### config.mk
export PLATFORM = sky130hd
export DESIGN_NAME = instr_prefetch
export DESIGN_NICKNAME = d
export VERILOG_FILES = /design/src/rtl/instr_prefetch_pkg.sv /design/src/rtl/instr_prefetch_queue.sv /design/src/rtl/instr_prefetch.sv
export SDC_FILE = /design/constraint.sdc
export NUM_CORES = 1
export LEC_CHECK = 0
export CAP_MARGIN = 5
export CORE_MARGIN = 1
export CORE_UTILIZATION = 48
export CTS_BUF_LIST = sky130_fd_sc_hd__clkbuf_2
export CTS_CLUSTER_DIAMETER = 150
export DETAILED_ROUTE_END_ITERATION = 7
export PLACE_DENSITY = 0.78
export SYNTH_ARGS = -nofsm -noshare
export SYNTH_HDL_FRONTEND = slang
export SYNTH_SLANG_ARGS = --single-unit
### constraint.sdc
create_clock -name clk -period 5.7 [get_ports clk]
set_input_delay 0.57 -clock clk [delete_from_list [all_inputs] [get_ports clk]]
set_output_delay 0.57 -clock clk [all_outputs]
set_load 0.02 [all_outputs]
### src/rtl/instr_prefetch_pkg.sv
// Shared processor definitions: default fetch constants used by the fetch, decode and
// control blocks, plus small sizing helpers.
package instr_prefetch_pkg;

   localparam int unsigned DEF_INSTR_W  = 16;
   localparam int unsigned DEF_ADDR_W   = 16;
   localparam int unsigned DEF_DEPTH    = 4;
   localparam int unsigned DEF_PC_INC   = 2;
   localparam int unsigned DEF_RESET_PC = 0;

   // Counters must hold every value from 0 to n inclusive.
   function automatic int unsigned cnt_width(input int unsigned n);
      return $clog2(n + 1);
   endfunction

   function automatic int unsigned ptr_width(input int unsigned n);
      return (n < 2) ? 1 : $clog2(n);
   endfunction

endpackage

### src/rtl/instr_prefetch_queue.sv
// pf_queue: synchronous FIFO of {instruction, pc} entries with push, pop, flush
// and occupancy count; the head is read straight out of the storage registers.
module pf_queue
   import instr_prefetch_pkg::*;
#(
   parameter int unsigned WIDTH = 32,
   parameter int unsigned DEPTH = 4,
   localparam int unsigned CW   = cnt_width(DEPTH)
) (
   input  logic             clk,
   input  logic             rst,
   input  logic             flush_i,
   input  logic             push_i,
   input  logic [WIDTH-1:0] din_i,
   input  logic             pop_i,
   output logic [WIDTH-1:0] dout_o,
   output logic [CW-1:0]    count_o
);
   localparam int unsigned PW = ptr_width(DEPTH);

   logic [WIDTH-1:0] mem_q [DEPTH];
   logic [PW-1:0]    rd_q, rd_d, wr_q, wr_d;
   logic [CW-1:0]    cnt_q, cnt_d;
   logic             do_push_s, do_pop_s;

   // DEPTH need not be a power of two, so pointers wrap explicitly.
   function automatic logic [PW-1:0] ptr_inc(input logic [PW-1:0] p);
      if (p == PW'(DEPTH - 1)) begin
         return '0;
      end else begin
         return p + PW'(1);
      end
   endfunction

   // Pointer and occupancy next state; flush discards everything.
   always_comb begin
      do_pop_s  = pop_i && (cnt_q != '0);
      do_push_s = push_i && ((cnt_q != CW'(DEPTH)) || do_pop_s);
      rd_d      = rd_q;
      wr_d      = wr_q;
      cnt_d     = cnt_q;
      if (flush_i) begin
         rd_d  = '0;
         wr_d  = '0;
         cnt_d = '0;
      end else begin
         rd_d = do_pop_s ? ptr_inc(rd_q) : rd_q;
         wr_d = do_push_s ? ptr_inc(wr_q) : wr_q;
         case ({do_push_s, do_pop_s})
            2'b10:   cnt_d = cnt_q + CW'(1);
            2'b01:   cnt_d = cnt_q - CW'(1);
            default: cnt_d = cnt_q;
         endcase
      end
   end

   // Storage and pointer registers.
   always_ff @(posedge clk or posedge rst) begin
      if (rst) begin
         for (int i = 0; i < int'(DEPTH); i++) begin
            mem_q[i] <= '0;
         end
         rd_q  <= '0;
         wr_q  <= '0;
         cnt_q <= '0;
      end else begin
         if (!flush_i && do_push_s) begin
            mem_q[wr_q] <= din_i;
         end
         rd_q  <= rd_d;
         wr_q  <= wr_d;
         cnt_q <= cnt_d;
      end
   end

   assign dout_o  = mem_q[rd_q];
   assign count_o = cnt_q;

endmodule

### src/rtl/instr_prefetch.sv
// Instruction prefetcher: credit-limited fetch issue, in-order response capture,
// redirect flush with stale-response dropping, sticky protocol error.
module instr_prefetch
   import instr_prefetch_pkg::*;
#(
   parameter int unsigned INSTR_W  = DEF_INSTR_W,
   parameter int unsigned ADDR_W   = DEF_ADDR_W,
   parameter int unsigned DEPTH    = DEF_DEPTH,
   parameter int unsigned PC_INC   = DEF_PC_INC,
   parameter int unsigned RESET_PC = DEF_RESET_PC
) (
   input  logic               clk,
   input  logic               rst,
   input  logic               redirect,
   input  logic [ADDR_W-1:0]  redirect_pc,
   input  logic               halt,
   output logic               mem_req,
   output logic [ADDR_W-1:0]  mem_addr,
   input  logic               mem_gnt,
   input  logic               mem_rvalid,
   input  logic [INSTR_W-1:0] mem_rdata,
   output logic               out_valid,
   output logic [INSTR_W-1:0] out_instr,
   output logic [ADDR_W-1:0]  out_pc,
   output logic [ADDR_W-1:0]  out_next_pc,
   input  logic               out_ready,
   output logic               err
);
   localparam int unsigned       CW  = cnt_width(DEPTH);
   localparam int unsigned       CW1 = CW + 1;
   localparam int unsigned       QW  = INSTR_W + ADDR_W;
   localparam logic [ADDR_W-1:0] INC = ADDR_W'(PC_INC);
   localparam logic [ADDR_W-1:0] RPC = ADDR_W'(RESET_PC);

   logic [ADDR_W-1:0] fetch_pc_q, fetch_pc_d, rsp_pc_q, rsp_pc_d;
   logic [CW-1:0]     inflight_q, inflight_d, drop_q, drop_d;
   logic              err_q, err_d;
   logic [CW-1:0]     count_s;
   logic [QW-1:0]     head_s;
   logic              rv_live_s, credit_s, grant_s, push_s, pop_s;

   // Issue, capture and redirect decisions; redirect overrides all other events.
   always_comb begin
      rv_live_s  = mem_rvalid && (inflight_q != '0);
      credit_s   = ({1'b0, count_s} + {1'b0, inflight_q}) < CW1'(DEPTH);
      mem_req    = !rst && !redirect && !halt && credit_s;
      grant_s    = mem_req && mem_gnt;
      push_s     = rv_live_s && (drop_q == '0) && !redirect;
      pop_s      = out_valid && out_ready && !redirect;
      fetch_pc_d = fetch_pc_q;
      rsp_pc_d   = rsp_pc_q;
      inflight_d = inflight_q;
      drop_d     = drop_q;
      if (redirect) begin
         fetch_pc_d = redirect_pc;
         rsp_pc_d   = redirect_pc;
         inflight_d = inflight_q - CW'(rv_live_s);
         // Stale requests are already part of inflight, so every survivor is dropped.
         drop_d     = inflight_q - CW'(rv_live_s);
      end else begin
         fetch_pc_d = grant_s ? (fetch_pc_q + INC) : fetch_pc_q;
         inflight_d = inflight_q + CW'(grant_s) - CW'(rv_live_s);
         if (rv_live_s && (drop_q != '0)) begin
            drop_d = drop_q - CW'(1);
         end else if (push_s) begin
            rsp_pc_d = rsp_pc_q + INC;
         end else begin
            drop_d = drop_q;
         end
      end
      err_d = err_q;
      if (mem_rvalid && (inflight_q == '0)) begin
         err_d = 1'b1;
      end else if (push_s && (count_s == CW'(DEPTH))) begin
         err_d = 1'b1;
      end else if (redirect && ((redirect_pc % INC) != '0)) begin
         err_d = 1'b1;
      end else begin
         err_d = err_q;
      end
   end

   // Fetch/response PCs, credit counters and sticky error.
   always_ff @(posedge clk or posedge rst) begin
      if (rst) begin
         fetch_pc_q <= RPC;
         rsp_pc_q   <= RPC;
         inflight_q <= '0;
         drop_q     <= '0;
         err_q      <= 1'b0;
      end else begin
         fetch_pc_q <= fetch_pc_d;
         rsp_pc_q   <= rsp_pc_d;
         inflight_q <= inflight_d;
         drop_q     <= drop_d;
         err_q      <= err_d;
      end
   end

   pf_queue #(
      .WIDTH (QW),
      .DEPTH (DEPTH)
   ) u_queue (
      .clk     (clk),
      .rst     (rst),
      .flush_i (redirect),
      .push_i  (push_s),
      .din_i   ({mem_rdata, rsp_pc_q}),
      .pop_i   (pop_s),
      .dout_o  (head_s),
      .count_o (count_s)
   );

   assign mem_addr    = fetch_pc_q;
   assign out_valid   = (count_s != '0);
   assign out_instr   = head_s[QW-1:ADDR_W];
   assign out_pc      = head_s[ADDR_W-1:0];
   assign out_next_pc = out_pc + INC;
   assign err         = err_q;

endmodule
==> impl_metrics.yaml <==
status:
  status: "complete, but fails checks"
  violations: "DRC"
floorplan:
  design.core.area_mm2: 0.0182
  dieArea_mm2: 0.0194
  die_h_um: 139
  io_pins: 106
  die_w_um: 139
  num_rows: 49
  start_util_pct: 49.6
clocking:
  cts_resized: 0
  worstSkewPairLatency_ps: 740
  path_clk_slew_ps: 250
  cts_setup_buffers: 0
  cts_root_buf: "clkbuf_2"
  cts_inserted_buffers: 17
  cts_hold_buf: 0
  cts_buffer_depth: 2
  ctsHtreeMaxLevel: 4
  numClockSinks: 174
  tritoncts: "built"
sta:
  setup_viol: 0
  worstMarginPinSlew_ps: 1150
  slew_violations: 0
  slew_headroom_pct: 23.1
  fmax_ghz: 0.229
  period_share_pct: 76.7
  rsz0062_at_grt: "false"
  min_period_ps: 4370
  report.final.hold_viol_count: 0
  tns_ps: 0
  worst_clock_skew_ps: 42.1
global_route:
  grt-ovfl-total: 0
  grt_max_degree: 128
  track_usage_pct: 20.2
  grt_pass1_wl_mm: 30.5
  antenna_found_initial: 1
  grt_pass1_vias: 5672
synthesis:
  synth_top_area_share_pct: 48.2
  ys_ff_latch: 174
  synth_area_leaders: "dfrtp_1, mux2_4, mux4_2"
  syn-instance-count: 616
  syn_avg_cell_area_um2: 14.7
  yosysMostFrequentCell: "dfrtp_1"
  synth_top_cell_by_area: "dfrtp_1"
  synthFlopType: "dfrtp_1"
  yosysSeqAreaShare_pct: 48.2
  yosys_warnings: 0
  synth_area_mm2: 0.00904
  synth.net_count: 672
  synth_async_sr_flop_share_pct: 100
  synth_cell_types: 50
  synth_edf_count: 0
  yosys-top-cells-count: "dfrtp_1, mux2_4, mux4_2"
critical_path:
  critPathLaunch: "u_queue.rd_q[0]"
  required_ps: 5130
  cpMaxStageDelayCell: "dfrtp_2"
  ff2ff_setup_slack_ps: 2350
  critPathArrivalTime_ps: 3800
  start_kind: "flop"
  r2r_end: "inflight_q[2]"
  critPathCapture: "out_next_pc[14]"
  critical_path_class: "reg -> out"
  crit_chain: "buf_4 > mux4_2 > and4_1 > nand3_1 > nor2_1 > xor2_1 > clkdlybuf4s50_1"
  r2r_start: "inflight_q[2]"
  cp_max_fo: 19
  cp-end-kind: "output port"
  rr_worst_depth: 10
  max_stage_delay_ps: 850
job:
  cap_violations: 0
drt:
  vias: 5272
  vias_per_cell: 5.53
  drtIter0Drc: 313
  routed_wl_mm: 18.5
  wl_per_cell_um: 19.4
  drc: 5
  antenna_left: 0
  first_pass_iters: 8
pwr:
  p_per_area_mw_per_mm2: 455
  total_power_uw: 4770
  max-vdd-ir-drop_uv: 196
  power.leakage_uw: 0.00505
placed_design:
  gp_congestion: 0.834
  dp_hpwl_mm: 12.2
  portBuffers: 105
hold_path:
  hold_class: "in -> reg"
final_layout:
  seqCellArea_mm2: 0.00436
  drive_gt1_share_pct: 31.6
  n_fill_cell: 1383
  final_util_pct: 57.5
  fin_nets: 767
  multi_input_area_mm2: 0.00434
  syn2layout_area_growth_pct: 15.9
[cells by family (layout without fill, tap and decap cells)]
group	count (synthesis)	in the layout	synth area share, %
other	0	1	0
buffers and inverters	56	164	3.81
and+or+nand+nor	109	109	6.96
xor gates and xnor gates	47	47	4.55
DFF	174	174	48.2
AOI/OAI and AO/OA	27	27	1.91
muxes	186	186	32.1
adders and majority gates	17	17	2.52
[placed cells by master, fill, tap and decap left out, types with 2 or more instances in the layout]
master           synthesis  routed
dfrtp_1                174     173
mux2_4                 120     120
clkdlybuf4s50_1          0     105
mux4_2                  32      32
xor2_1                  28      28
mux2_2                  28      28
nor2_1                  23      23
inv_1                   21      20
xnor2_1                 19      19
clkbuf_2                 1      19
nand2_1                 17      17
nand3_1                 15      15
ha_1                    15      15
a21oi_1                  9       9
o21ai_0                  9       9
and3_1                   8       8
nand4_1                  7       7
nor3_1                   7       7
mux2i_1                  6       6
and4_1                   6       6
bufinv_16                0       6
nand2_4                  5       5
nor4_1                   4       4
nand2b_1                 4       4
buf_4                    2       4
and2_1                   3       3
clkinv_2                 0       3
a211oi_1                 2       2
fa_1                     2       2
clkinv_1                 0       2
[worst max-delay path, delay by kind of cell, from the launching register on]
kind	cells	cell delay [ps]
buffers and inverters	2	1060
muxes	1	610
DFF	1	850
and+or+nand+nor	3	440
xor gates and xnor gates	1	120
[area by class of cell]
| class | instances | area share (%) |
|---|---|---|
| antenna | 1 | 0.0239 |
| inverter | 23 | 0.896 |
| sequential | 174 | 41.6 |
| clock inverter | 13 | 2.09 |
| clock buffer | 19 | 0.908 |
| multi-input combinational | 386 | 41.4 |
| timing repair buffer | 109 | 10.3 |
| tap | 229 | 2.74 |
[routing by layer]
| metal | global-route usage (%) | up-vias | wire [µm] |
|---|---|---|---|
| li1 | - | 2398 | - |
| met1 | 28.3 | 2752 | 8660 |
| met2 | 32.5 | 116 | 9110 |
| met3 | 3.68 | 6 | 594 |
| met4 | 5.67 | 0 | 111 |
| met5 | 0 | - | 0 |
[sequential cells by signal (all words and copies together) (netlist names)]
name,flops
drop_q,3
err,1
inflight_q,3
mem_addr,16
rsp_pc_q,16
u_queue.count_o,3
u_queue.mem_q,128
u_queue.rd_q,2
u_queue.wr_q,2
[where the power goes]
part           internal, µW  leakage (µW)  switching (µW)
Sequential             1510       0.00226             263
Combinational          1210       0.00260             994
Clock                   375      0.000183             414
Total                  3100       0.00505            1670
[stage by stage]
stage	setup slack, ps	instances	hold slack (ps)	cell area (µm²)
detailed placement	1780	921	488	10200
global route	1010	954	365	10500
CTS	1200	953	382	10500
global placement	1920	921	482	10200
floorplan	413	616	474	9040
finish	1330	954	449	10500
[how the worst min path moves through the flow]
stage               slack (ps)                 to         startpoint  cells after the start
CTS                        380        mem_addr[4]     redirect_pc[4]                      3
global route               360        mem_addr[4]     redirect_pc[4]                      3
global placement           480  u_queue.mem_q[35]  u_queue.mem_q[35]                      1
floorplan                  470  u_queue.mem_q[35]  u_queue.mem_q[35]                      1
detailed placement         490  u_queue.mem_q[31]  u_queue.mem_q[31]                      1
finish                     450       mem_addr[10]    redirect_pc[10]                      2
Note: power is estimated with default switching activity, not from simulation.
==> RTL change 1: new RTL, config.mk and constraints unchanged <==
`DEF_DEPTH`: 4 -> 8.
--- a/src/rtl/instr_prefetch_pkg.sv
+++ b/src/rtl/instr_prefetch_pkg.sv
@@ -6,3 +6,3 @@
    localparam int unsigned DEF_ADDR_W   = 16;
-   localparam int unsigned DEF_DEPTH    = 4;
+   localparam int unsigned DEF_DEPTH    = 8;
    localparam int unsigned DEF_PC_INC   = 2;
Check against the original RTL: not equivalent (a bounded check fails within 10 cycles, from zero or initial values and one cycle with rst high).
==> RTL change 1 against the unedited design <==
  * Final area grew 61%
  * Setup slack got worse by 0.55 ns
  * Global-route usage is 1.3 points higher
  * Critical endpoint is now out_next_pc[15]
  * First-iteration DRC count is 56% higher
  * Die area up 63%
  * Sequential cell count rose by 133
  * Synthesized area is 64% higher
  * Total power up 21%
  * Via count rose by 76%
  * Wire length grew 72%
==> RTL change 1: results (changes against the unedited design) <==
- Cell count after placement: 1485 (was 921)
- Routed met1 length: 14200 um (was 8660 um)
- GR Layer Usage met2: 34.6% (was 32.5%)
- Fraction of power consumed by combinational cells: 28.8% (was 46.3%)
- Leakage Power: 0.00803 uW (was 0.00505 uW)
- Source-to-sink clock delay at the later pin of the worst-skew pair: 0.88 ns (was 0.74 ns)
- Cell at the slowest stage of the critical path: dfrtp_4 (was dfrtp_2)
- Total met3 wirelength after detailed routing: 1540 um (was 594 um)
- Worst reg2reg path depth: 13 (was 10)
- Pin count of the biggest net entering global routing: 158 (was 128)
- Number of buffer and inverter instances along the worst setup path: 1 (was 2)
- Min-Delay Path Class: in -> async (was in -> reg)
- Number of search-and-repair iterations in the first detailed-routing pass: 5 (was 8)
- Via count: 9299 (was 5272)
- VDD IR-drop max: 0.000254 V (was 0.000196 V)
- Delay of the slowest critical-path stage: 0.93 ns (was 0.85 ns)
- Normalized max-slew margin: 37.9% (was 23.1%)
- Met3 Use GR: 4.46% (was 3.68%)
- Number of nets at the end of the flow: 1240 (was 767)
- Filler cell count in the final layout: 2424 (was 1383)
- H-tree depth: 3 (was 4)
- DP HPWL: 19000 um (was 12200 um)
- Clock-pin transition on the worst setup and hold timing paths: 0.11 ns (was 0.25 ns)
- Met2 Wirelength: 15600 um (was 9110 um)
- Clock group total power: 1550 uW (was 789 uW)
- Startpoint of the worst setup timing path: u_queue.rd_q[1] (was u_queue.rd_q[0])
- Worst flop-to-flop path startpoint: inflight_q[3] (was inflight_q[2])
- WL final: 31800 um (was 18500 um)
- Result of the run: finished, final reports clean (was complete, but fails checks)
- Worst reg2reg setup slack: 2.29 ns (was 2.35 ns)
- Termination of the worst setup path: out_next_pc[15] (was out_next_pc[14])
- Sequential-to-total area share from yosys stat: 51.8% (was 48.2%)
- Number of cells in the finished layout apart from fillers: 1624 (was 954)
- Largest delay share family, worst path: flip-flops (was buffers and inverters)
- Grt met1 use: 29.2% (was 28.3%)
- Number of global-route vias before repair: 9942 (was 5672)
- Global-route usage over all layers: 21.5% (was 20.2%)
- First-pass GRT wire length: 52900 um (was 30500 um)
- Most frequent cells after synthesis: dfrtp_1, mux2_2, mux4_2 (was dfrtp_1, mux2_4, mux4_2)
- Switching part of the total: 33.3% (was 35.0%)
- Synth unique cells: 59 (was 50)
- Post-synthesis cell count: 1052 (was 616)
- Weighted congestion at the end of routability-driven global placement: 0.834 (about the same)
- Num CTS Buffers: 81 (was 17)
## RTL change 1: cell types whose count changed after synthesis, sizes merged, moves of 5 or more
cell	delta
and2	+6
buf	+25
clkbuf	+19
dfrtp	+133
ha	+7
mux2	+132
mux4	+32
nand2	+27
nand3b	+5
o21ai	+29
o311ai	+7
xor2	-10
## RTL change 1: kinds of logic after synthesis
group / after synthesis / synth area share [%]
XOR/XNOR: 35 / 2.07
buffers and inverters: 100 / 3.23
adder cells (fa/ha/maj): 23 / 1.99
flip-flops: 307 / 51.8
multiplexers: 352 / 31.5
AO/OA/AOI/OAI: 79 / 3.49
AND/OR/NAND/NOR: 156 / 5.88
## RTL change 1: area by class of cell
cell class / instances / area share [%]
Clock buffer: 105 / 3.11
Clock inverter: 33 / 1.30
Antenna cell: 1 / 0.0148
Sequential cell: 307 / 45.5
Multi-Input combinational cell: 645 / 39.6
Inverter: 23 / 0.533
Tap cell: 390 / 2.89
Timing Repair Buffer: 120 / 7.01
## RTL change 1: worst min path at each step
stage                       startpoint                 end  slack, ns
finish                             rst  u_queue.count_o[3]       0.26
CTS                           redirect     u_queue.rd_q[1]       0.24
floorplan            u_queue.mem_q[78]   u_queue.mem_q[78]       0.44
global placement    u_queue.mem_q[206]  u_queue.mem_q[206]       0.46
detailed placement    u_queue.mem_q[0]    u_queue.mem_q[0]       0.47
global route                  redirect       inflight_q[1]       0.25
## RTL change 1: tightest hold or removal path: stages
cell and delay, ns:
clkdlybuf4s50_1 0.46, clkinvlp_4 0.13, buf_12 0.43
## RTL change 1: per-stage QoR
stage          setup WS, ns  power, uW  instance area [um2]
2_1_floorplan          1.05       3660                14800
3_3_place_gp           1.70       4230                16100
3_5_place_dp           1.63       4280                16100
4_1_cts               0.656       5850                16900
5_1_grt               0.497       6130                16900
6_report              0.777       5780                16900
==> RTL change 2: new RTL, config.mk and constraints unchanged <==
Made on the original files. Take the reset off `rd_q` and `wr_q` and load them in a clocked block of their own.
--- a/src/rtl/instr_prefetch_queue.sv
+++ b/src/rtl/instr_prefetch_queue.sv
@@ -62,4 +62,2 @@
          end
-         rd_q  <= '0;
-         wr_q  <= '0;
          cnt_q <= '0;
@@ -69,6 +67,9 @@
          end
-         rd_q  <= rd_d;
-         wr_q  <= wr_d;
          cnt_q <= cnt_d;
       end
+   end
+
+   always_ff @(posedge clk) begin
+      rd_q <= rd_d;
+      wr_q <= wr_d;
    end
Formal check against the unedited RTL: same outputs for any inputs over 4 cycles, from zero or initial values and one cycle with rst high; that may be too few to reach the edited logic, so the function may still have changed.
==> RTL change 2 against the unedited design <==
  * Wire length down 1.7%
  * Total power decreased by 7.9%
  * Setup slack got worse by 0.0079 ns
  * Clock skew fell by 0.0077 ns
  * Via count is 6.3% higher
  * First-iteration DRC count fell by 1.9%
  * Final area shrank 5.0%
  * Die area decreased by 6.7%
  * Worst hold slack got worse by 0.040 ns
  * Register-to-register slack gained 0.38 ns
  * Sequential cell count unchanged
  * Synthesized area down 6.8%
  * Critical endpoint is now out_next_pc[13]
  * Largest cell class unchanged
  * Largest power group unchanged
==> RTL change 2: results (changes against the unedited design) <==
- Repair and plain buffers: 114 (was 109)
- Filler cell count in the final layout: 1371 (was 1383)
- Number of antenna diodes: 1 (unchanged)
- Sequential-to-total area share from yosys stat: 51.5% (was 48.2%)
- Iteration-0 DRC count of the detailed router: 307 (was 313)
- VDD IR-drop max: 0.000453 V (was 0.000196 V)
- First-pass GRT wire length: 30200 um (was 30500 um)
- Number of input and output port buffers inserted: 105 (unchanged)
- Fraction of area in non-clock buffers: 11.2% (was 10.3%)
- Area contributors post-synth: dfrtp_1, mux2_2, mux4_2, o21ai_0, ha_1 (was dfrtp_1, mux2_4, mux4_2, mux2_2, xor2_1)
- Leakage Power: 0.00443 uW (was 0.00505 uW)
- Layout cells sized above 1: 25.0% (was 31.6%)
- Clock buffers: 21 (was 19)
- Async set-reset flop share out of synthesis: 97.7% (was 100%)
- DP HPWL: 12400 um (was 12200 um)
- Dpl ws: 2.08 ns (was 1.78 ns)
- Multi-input gates: 429 (was 386)
- Sequential share of cell area: 43.6% (was 41.6%)
- Cell count after placement: 967 (was 921)
- Post-synthesis cell count: 664 (was 616)
- Number of search-and-repair iterations in the first detailed-routing pass: 5 (was 8)
- Synth unique cells: 48 (was 50)
- Proportion of cell area occupied by multi-input gates: 38.4% (was 41.4%)
- WL final: 18200 um (was 18500 um)
- Skew final: 0.0344 ns (was 0.0421 ns)
- Clk cell area share: 2.94% (was 3.00%)
- Normalized max-slew margin: 30.2% (was 23.1%)
- Global-route usage over all layers: 21.6% (was 20.2%)
- Most frequent cells after synthesis: dfrtp_1, mux2_2, nand2_1 (was dfrtp_1, mux2_4, mux4_2)
- Hold-critical path depth: 3 (was 2)
- Net count of the mapped netlist: 721 (was 672)
- Weighted congestion at the end of routability-driven global placement: 0.854 (was 0.834)
- Worst reg2reg path depth: 11 (was 10)
- Via count: 5605 (was 5272)
- Post-cts repair resize count: 0 (unchanged)
- Crit Path Max Fanout: 32 (was 19)
- Number of nets at the end of the flow: 818 (was 767)
- Number of antenna violations at the first check in global routing: 1 (unchanged)
- Pin count of the biggest net entering global routing: 112 (was 128)
- Ratio of routed vias to standard cells: 5.61 (was 5.53)
- Number of flip-flops under the largest register name: 128 (unchanged)
- Cell at the slowest stage of the critical path: clkdlybuf4s50_1 (was dfrtp_2)
- Number of ordinary inverters in the final layout: 25 (was 23)
- Delay of the slowest critical-path stage: 0.62 ns (was 0.85 ns)
- Result of the run: finished, final reports clean (was complete, but fails checks)
- Number of global-route vias before repair: 5894 (was 5672)
## RTL change 2: cell types whose count changed after synthesis, moves of 12 or more
cell,delta
nand2_1,+36
xor2_1,-13
mux2_2,+86
mux2_4,-120
o21ai_0,+41
buf_2,+12
## RTL change 2: stage by stage
stage	total power [uW]	instance area [um2]	utilization, %
2_1_floorplan	2910	8420	-
3_3_place_gp	3600	9650	56.0
3_5_place_dp	3680	9650	56.0
4_1_cts	4430	9940	57.7
5_1_grt	4640	9950	57.7
6_report	4390	9950	57.7
## RTL change 2: logic make-up after synthesis
kind of cell / after synthesis / synth area share, %
AOI/OAI and AO/OA: 81 / 5.62
buffers and inverters: 61 / 3.22
DFF: 174 / 51.5
adders and majority gates: 18 / 2.85
muxes: 154 / 24.9
and+or+nand+nor: 141 / 8.26
xor gates and xnor gates: 35 / 3.64
## RTL change 2: power by group
| group | switching (uW) | total [uW] | leakage, uW | internal, uW |
|---|---|---|---|---|
| registers | 203 | 1700 | 0.00227 | 1500 |
| clock network | 411 | 749 | 0.000171 | 338 |
| logic | 957 | 1940 | 0.00199 | 982 |
| total | 1570 | 4390 | 0.00443 | 2820 |
## RTL change 2: path summary, 6_finish.rpt
kind / start / end / slack [ns]
worst max-delay path: u_queue.rd_q[0] / out_next_pc[13] / 1.32
worst min-delay path: redirect_pc[10] / rsp_pc_q[10] / 0.41
worst max register to register: inflight_q[2] / inflight_q[2] / 2.73
worst min register to register: u_queue.mem_q[72] / u_queue.mem_q[72] / 0.50
max in group asynchronous: rst / u_queue.mem_q[59] / 3.96
min in group asynchronous: rst / err / 0.42
## RTL change 2: per-layer routing
layer,routed length [um],up-vias,GRT usage [%]
li1,-,2578,-
met1,8280,2861,29.8
met2,8960,145,35.3
met3,658,21,3.27
met4,247,0,7.12
met5,0,-,0
